[src/rtl/uart_num_printer.sv]
// uart_num_printer: latches NUM signed 16-bit samples on a strobe and streams them
// as one line of signed decimal ASCII over a valid/ready byte handshake.
`timescale 1ns/1ps
module uart_num_printer #(
    parameter int         NUM = 4,
    parameter logic [7:0] SEP = 8'h20
) (
    input  logic              clk,
    input  logic              rstn,
    input  logic              i_en,
    input  logic [16*NUM-1:0] i_data,
    output logic              o_busy,
    output logic              o_e,
    input  logic              o_r,
    output logic [7:0]        o_d
);
    typedef enum logic [2:0] {IDLE, CONV, SIGN, DIGIT, SEPB} state_t;
    localparam logic [1:0] LAST = 2'(NUM - 1);

    state_t            state_r;
    logic [16*NUM-1:0] data_r;
    logic [1:0]        idx_r;
    logic [15:0]       bin_r;
    logic [19:0]       bcd_r;
    logic [3:0]        cnt_r;
    logic              neg_r;
    logic [2:0]        dig_r;

    logic [63:0]       data_ext_s;
    logic [15:0]       next_val_s;
    logic [19:0]       bcd_adj_s;
    logic [19:0]       bcd_shift_s;
    logic [2:0]        top_s;

    function automatic logic [15:0] abs16(input logic [15:0] v);
        if (v[15]) begin
            return 16'd0 - v;
        end else begin
            return v;
        end
    endfunction

    // Double-dabble correction: every BCD nibble >= 5 gets +3 before the shift.
    function automatic logic [19:0] add3(input logic [19:0] b);
        logic [19:0] r;
        r = b;
        for (int i = 0; i < 5; i++) begin
            if (r[4*i +: 4] >= 4'd5) begin
                r[4*i +: 4] = r[4*i +: 4] + 4'd3;
            end else begin
                r[4*i +: 4] = r[4*i +: 4];
            end
        end
        return r;
    endfunction

    function automatic logic [2:0] top_digit(input logic [19:0] b);
        logic [2:0] t;
        t = 3'd0;
        for (int i = 0; i < 5; i++) begin
            if (b[4*i +: 4] != 4'd0) begin
                t = 3'(i);
            end else begin
                t = t;
            end
        end
        return t;
    endfunction

    function automatic logic [7:0] ascii(input logic [19:0] b, input logic [2:0] idx);
        return 8'h30 + {4'h0, b[{idx, 2'b00} +: 4]};
    endfunction

    // Next-value selection and one double-dabble step for the conversion state.
    always_comb begin
        data_ext_s                = 64'h0;
        data_ext_s[16*NUM-1:0]    = data_r;
        next_val_s                = data_ext_s[{idx_r + 2'd1, 4'h0} +: 16];
        bcd_adj_s                 = add3(bcd_r);
        bcd_shift_s               = 20'({bcd_adj_s, bin_r[15]});
        top_s                     = top_digit(bcd_shift_s);
    end

    // Line sequencer: convert, then emit sign, digits and separator per value.
    always_ff @(posedge clk or negedge rstn) begin
        if (!rstn) begin
            state_r <= IDLE;
            data_r  <= '0;
            idx_r   <= 2'd0;
            bin_r   <= 16'd0;
            bcd_r   <= 20'd0;
            cnt_r   <= 4'd0;
            neg_r   <= 1'b0;
            dig_r   <= 3'd0;
            o_busy  <= 1'b0;
            o_e     <= 1'b0;
            o_d     <= 8'h00;
        end else begin
            case (state_r)
                IDLE: begin
                    if (i_en) begin
                        data_r  <= i_data;
                        idx_r   <= 2'd0;
                        neg_r   <= i_data[15];
                        bin_r   <= abs16(i_data[15:0]);
                        bcd_r   <= 20'd0;
                        cnt_r   <= 4'd0;
                        o_busy  <= 1'b1;
                        state_r <= CONV;
                    end
                end
                CONV: begin
                    bcd_r <= bcd_shift_s;
                    bin_r <= {bin_r[14:0], 1'b0};
                    cnt_r <= cnt_r + 4'd1;
                    if (cnt_r == 4'd15) begin
                        dig_r <= top_s;
                        o_e   <= 1'b1;
                        if (neg_r) begin
                            o_d     <= 8'h2D;
                            state_r <= SIGN;
                        end else begin
                            o_d     <= ascii(bcd_shift_s, top_s);
                            state_r <= DIGIT;
                        end
                    end
                end
                SIGN: begin
                    if (o_r) begin
                        o_d     <= ascii(bcd_r, dig_r);
                        state_r <= DIGIT;
                    end
                end
                DIGIT: begin
                    if (o_r) begin
                        if (dig_r == 3'd0) begin
                            o_d     <= (idx_r == LAST) ? 8'h0A : SEP;
                            state_r <= SEPB;
                        end else begin
                            dig_r <= dig_r - 3'd1;
                            o_d   <= ascii(bcd_r, dig_r - 3'd1);
                        end
                    end
                end
                SEPB: begin
                    if (o_r) begin
                        o_e <= 1'b0;
                        if (idx_r == LAST) begin
                            o_busy  <= 1'b0;
                            state_r <= IDLE;
                        end else begin
                            idx_r   <= idx_r + 2'd1;
                            neg_r   <= next_val_s[15];
                            bin_r   <= abs16(next_val_s);
                            bcd_r   <= 20'd0;
                            cnt_r   <= 4'd0;
                            state_r <= CONV;
                        end
                    end
                end
                default: begin
                    state_r <= IDLE;
                    o_busy  <= 1'b0;
                    o_e     <= 1'b0;
                    o_d     <= 8'h00;
                end
            endcase
        end
    end
endmodule
[config.mk]
export PLATFORM = sky130hd
export DESIGN_NAME = uart_num_printer
export DESIGN_NICKNAME = d
export VERILOG_FILES = /design/src/rtl/uart_num_printer.sv
export SDC_FILE = /design/constraint.sdc
export NUM_CORES = 1
export LEC_CHECK = 0
export BUFFER_PORTS_ARGS = -buffer_cell sky130_fd_sc_hd__buf_2
export CORE_UTILIZATION = 40
export CTS_BUF_LIST = sky130_fd_sc_hd__clkbuf_4
export CTS_CLUSTER_DIAMETER = 120
export DETAILED_ROUTE_END_ITERATION = 10
export MAX_ROUTING_LAYER = met4
export SYNTH_ARGS = -nofsm -noshare
export SYNTH_HDL_FRONTEND = slang
export SYNTH_SLANG_ARGS = --single-unit
[constraint.sdc]
create_clock -name clk -period 4.1 [get_ports clk]
set_clock_uncertainty 0.15 [all_clocks]
set_input_delay 0.41 -clock clk [delete_from_list [all_inputs] [get_ports clk]]
set_output_delay 0.41 -clock clk [all_outputs]
set_load 0.05 [all_outputs]
==> results.yml <==
outcome:
  outcome: "complete, no violations"
timing:
  setup_viol: 0
  min_period_ns: 3.22
  rsz0062_at_grt: "false"
  slew_viol_final: 0
  hold_viol: 0
  slew_headroom: 0.284
  tightest_slew_ns: 1.07
  fmax_ghz: 0.310
  finalCritPeriodShare: 0.786
  fin_tns_setup_ns: 0
critical_path:
  crit_fanout: 17
  end_kind: "flip-flop"
  crit_buf_inv: 0
  crit_path_max_incr_delay_ns: 0.76
  critPathArrivalTime_ns: 3.54
  r2r_start: "idx_r[1]"
  crit_start: "idx_r[1]"
  required_ns: 4.42
  cp_top_family: "simple AND/OR/NAND/NOR gates"
  crit_path_start_kind: "flip-flop"
  critPathSlowestCell: "ha_1"
  critPathKind: "flip-flop to flip-flop"
  crit_chain: "ha_1, mux4_1, nor3_2, nand4b_2, or4b_1, a31oi_1"
place:
  dp_hpwl_mm: 13.3
  placed_cell_area_um2: 7750
  gp_congestion: 0.910
  portBuffers: 75
pwr:
  p_per_area_nw_per_um2: 693
  p_sw_frac: 0.425
  ir_drop_uv: 357
  pwr-share-clk: 0.155
  p_int_uw: 3460
  p_leak_uw: 0.00363
  p_sw_uw: 2560
  seq_power_share: 0.360
  combPwrFrac: 0.484
logic_synthesis:
  synth_cell_type_count: 61
  synth_edf_count: 0
  ys_seq_area_frac: 0.423
  avgSynthCellArea_um2: 10.2
  synthFlopType: "dfrtp_1"
  netlist_area_um2: 7150
  synth_warnings: 0
  synth_seq_cells: 121
  synth_top_area_frac: 0.423
  synth_area_leaders: "dfrtp_1, mux2_2, mux4_2"
  yosysTopAreaCell: "dfrtp_1"
  syn_inst: 700
  async_reset_ff_frac: 1.00
floorplanning:
  dieArea_um2: 18400
  row_count: 48
  initial_core_util: 0.412
  io_pins: 78
  die_h_um: 136
  core_um2: 17400
  die-width_um: 136
flow_run:
  maxCapViolCount: 0
clock_tree:
  cts_buffers: 17
  clockRootBuffer: "clkbuf_4"
  clock-sinks: 121
  h-tree-depth: 4
  clk_pin_slew_ns: 0.13
  cts_max_path_buffers: 2
  postCtsSetupBuffers: 0
  ctsResizeCount: 0
  clk_latency_ns: 0.55
  cts_tree: "done"
final_layout:
  nets: 916
  syn_to_final_growth_pct: 21.5
  num_antenna_cells: 0
  nFillCells: 1583
  final_layout_size_suffix_gt1_frac: 0.241
  final_common_cell: "dfrtp_1"
  stdcell_area_um2: 8690
  final_cell_mix: "dfrtp_1, buf_2, dlygate4sd3_1"
routing:
  first_iter_violations: 395
  ant_nets: 0
  drc: 0
  wire_per_inst_um: 17.7
  num_vias: 6049
  vias_per_cell: 5.65
  wl_mm: 18.9
  firstDrtPassIters: 6
grt:
  grt_max_degree: 65
  antenna_found_initial: 0
  overflow: 0
  grt_pass1_wl_mm: 31.4
  grt_pass1_vias: 6160
  grt.total_usage: 0.228
worst_hold_path:
  holdCritStartpoint: "i_data[14]"
  hold_class: "primary input to flip-flop"
-- cell families after synthesis --
logic type               after synthesis  share of synthesized area
AO/OA/AOI/OAI                        169                      0.143
XOR/XNOR                              32                     0.0392
adder cells (fa/ha/maj)               16                     0.0280
buffers and inverters                 62                     0.0359
flip-flops                           121                      0.423
multiplexers                         100                      0.192
other                                  1                   0.000524
AND/OR/NAND/NOR                      199                      0.138
-- stage by stage --
step	cells	utilization	hold slack, ns	power (uW)	setup WS (ns)
4_1_cts	1070	0.501	0.0163	6030	0.886
5_1_grt	1070	0.501	0.0190	6500	0.745
3_5_place_dp	975	0.447	0.325	5040	0.931
2_1_floorplan	701	-	-0.0356	4230	1.18
6_report	1070	0.501	0.0683	6030	0.879
3_3_place_gp	975	0.447	0.314	4950	0.992
-- cells in the mapped netlist, drive strengths merged (14+ instances only) --
cell type / number
mux4: 23
nand2: 58
a21oi: 45
nor2: 55
dfrtp: 121
mux2: 66
ha: 16
inv: 27
o21ai: 59
nor3: 16
nand2b: 14
clkbuf: 30
xor2: 21
-- routing by layer --
layer	global-route usage	wire, um	part of all wire
met1	0.293	8520	0.45
met2	0.356	9060	0.48
met3	0.0490	1010	0.054
met4	0.0768	323	0.017
met5	-	0	0
-- timing repair --
action,in CTS,in global routing
endpoints found under the setup margin,0,0
hold endpoints to repair,126,0
hold buffers,63,0
-- sequential cells by signal, summed over array words and instances, names as in the netlist --
register	count
bcd_r	20
bin_r	16
cnt_r	4
data_ext_s	64
dig_r	3
idx_r	2
neg_r	1
o_busy	1
o_d	6
o_e	1
state_r	3
-- path summary, 6_finish.rpt --
kind	depth (start not counted)	end	slack [ns]
setup / recovery	6	bin_r[15]	0.88
hold / removal	2	data_ext_s[14]	0.07
setup reg to reg	6	bin_r[15]	0.88
hold reg to reg	1	data_ext_s[31]	0.35
max in group asynchronous	3	bcd_r[17]	2.63
min in group asynchronous	2	bcd_r[10]	0.33
-- final cells by class --
type	count	area, um^2	area share
multi-input combinational	518	3880	0.447
sequential	121	3030	0.348
timing repair buffer	147	1090	0.125
tap	225	282	0.0324
clock inverter	14	174	0.0200
clock buffer	18	135	0.0155
inverter	27	101	0.0117
-- power groups by stage --
stage / clock network [uW] / logic (uW) / registers [uW]
floorplan: 0 / 2170 / 2060
global placement: 0 / 2780 / 2170
detailed placement: 0 / 2850 / 2190
CTS: 959 / 2910 / 2170
global route: 1010 / 3240 / 2250
finish: 937 / 2920 / 2170
-- worst reg2reg max path, cell delays in order, from the launching register on --
cell,delay (ns)
dfrtp_1,0.40
ha_1,0.76
mux4_1,0.48
nor3_2,0.39
nand4b_2,0.21
or4b_1,0.56
a31oi_1,0.19
Power figures use the tool's default switching activity.
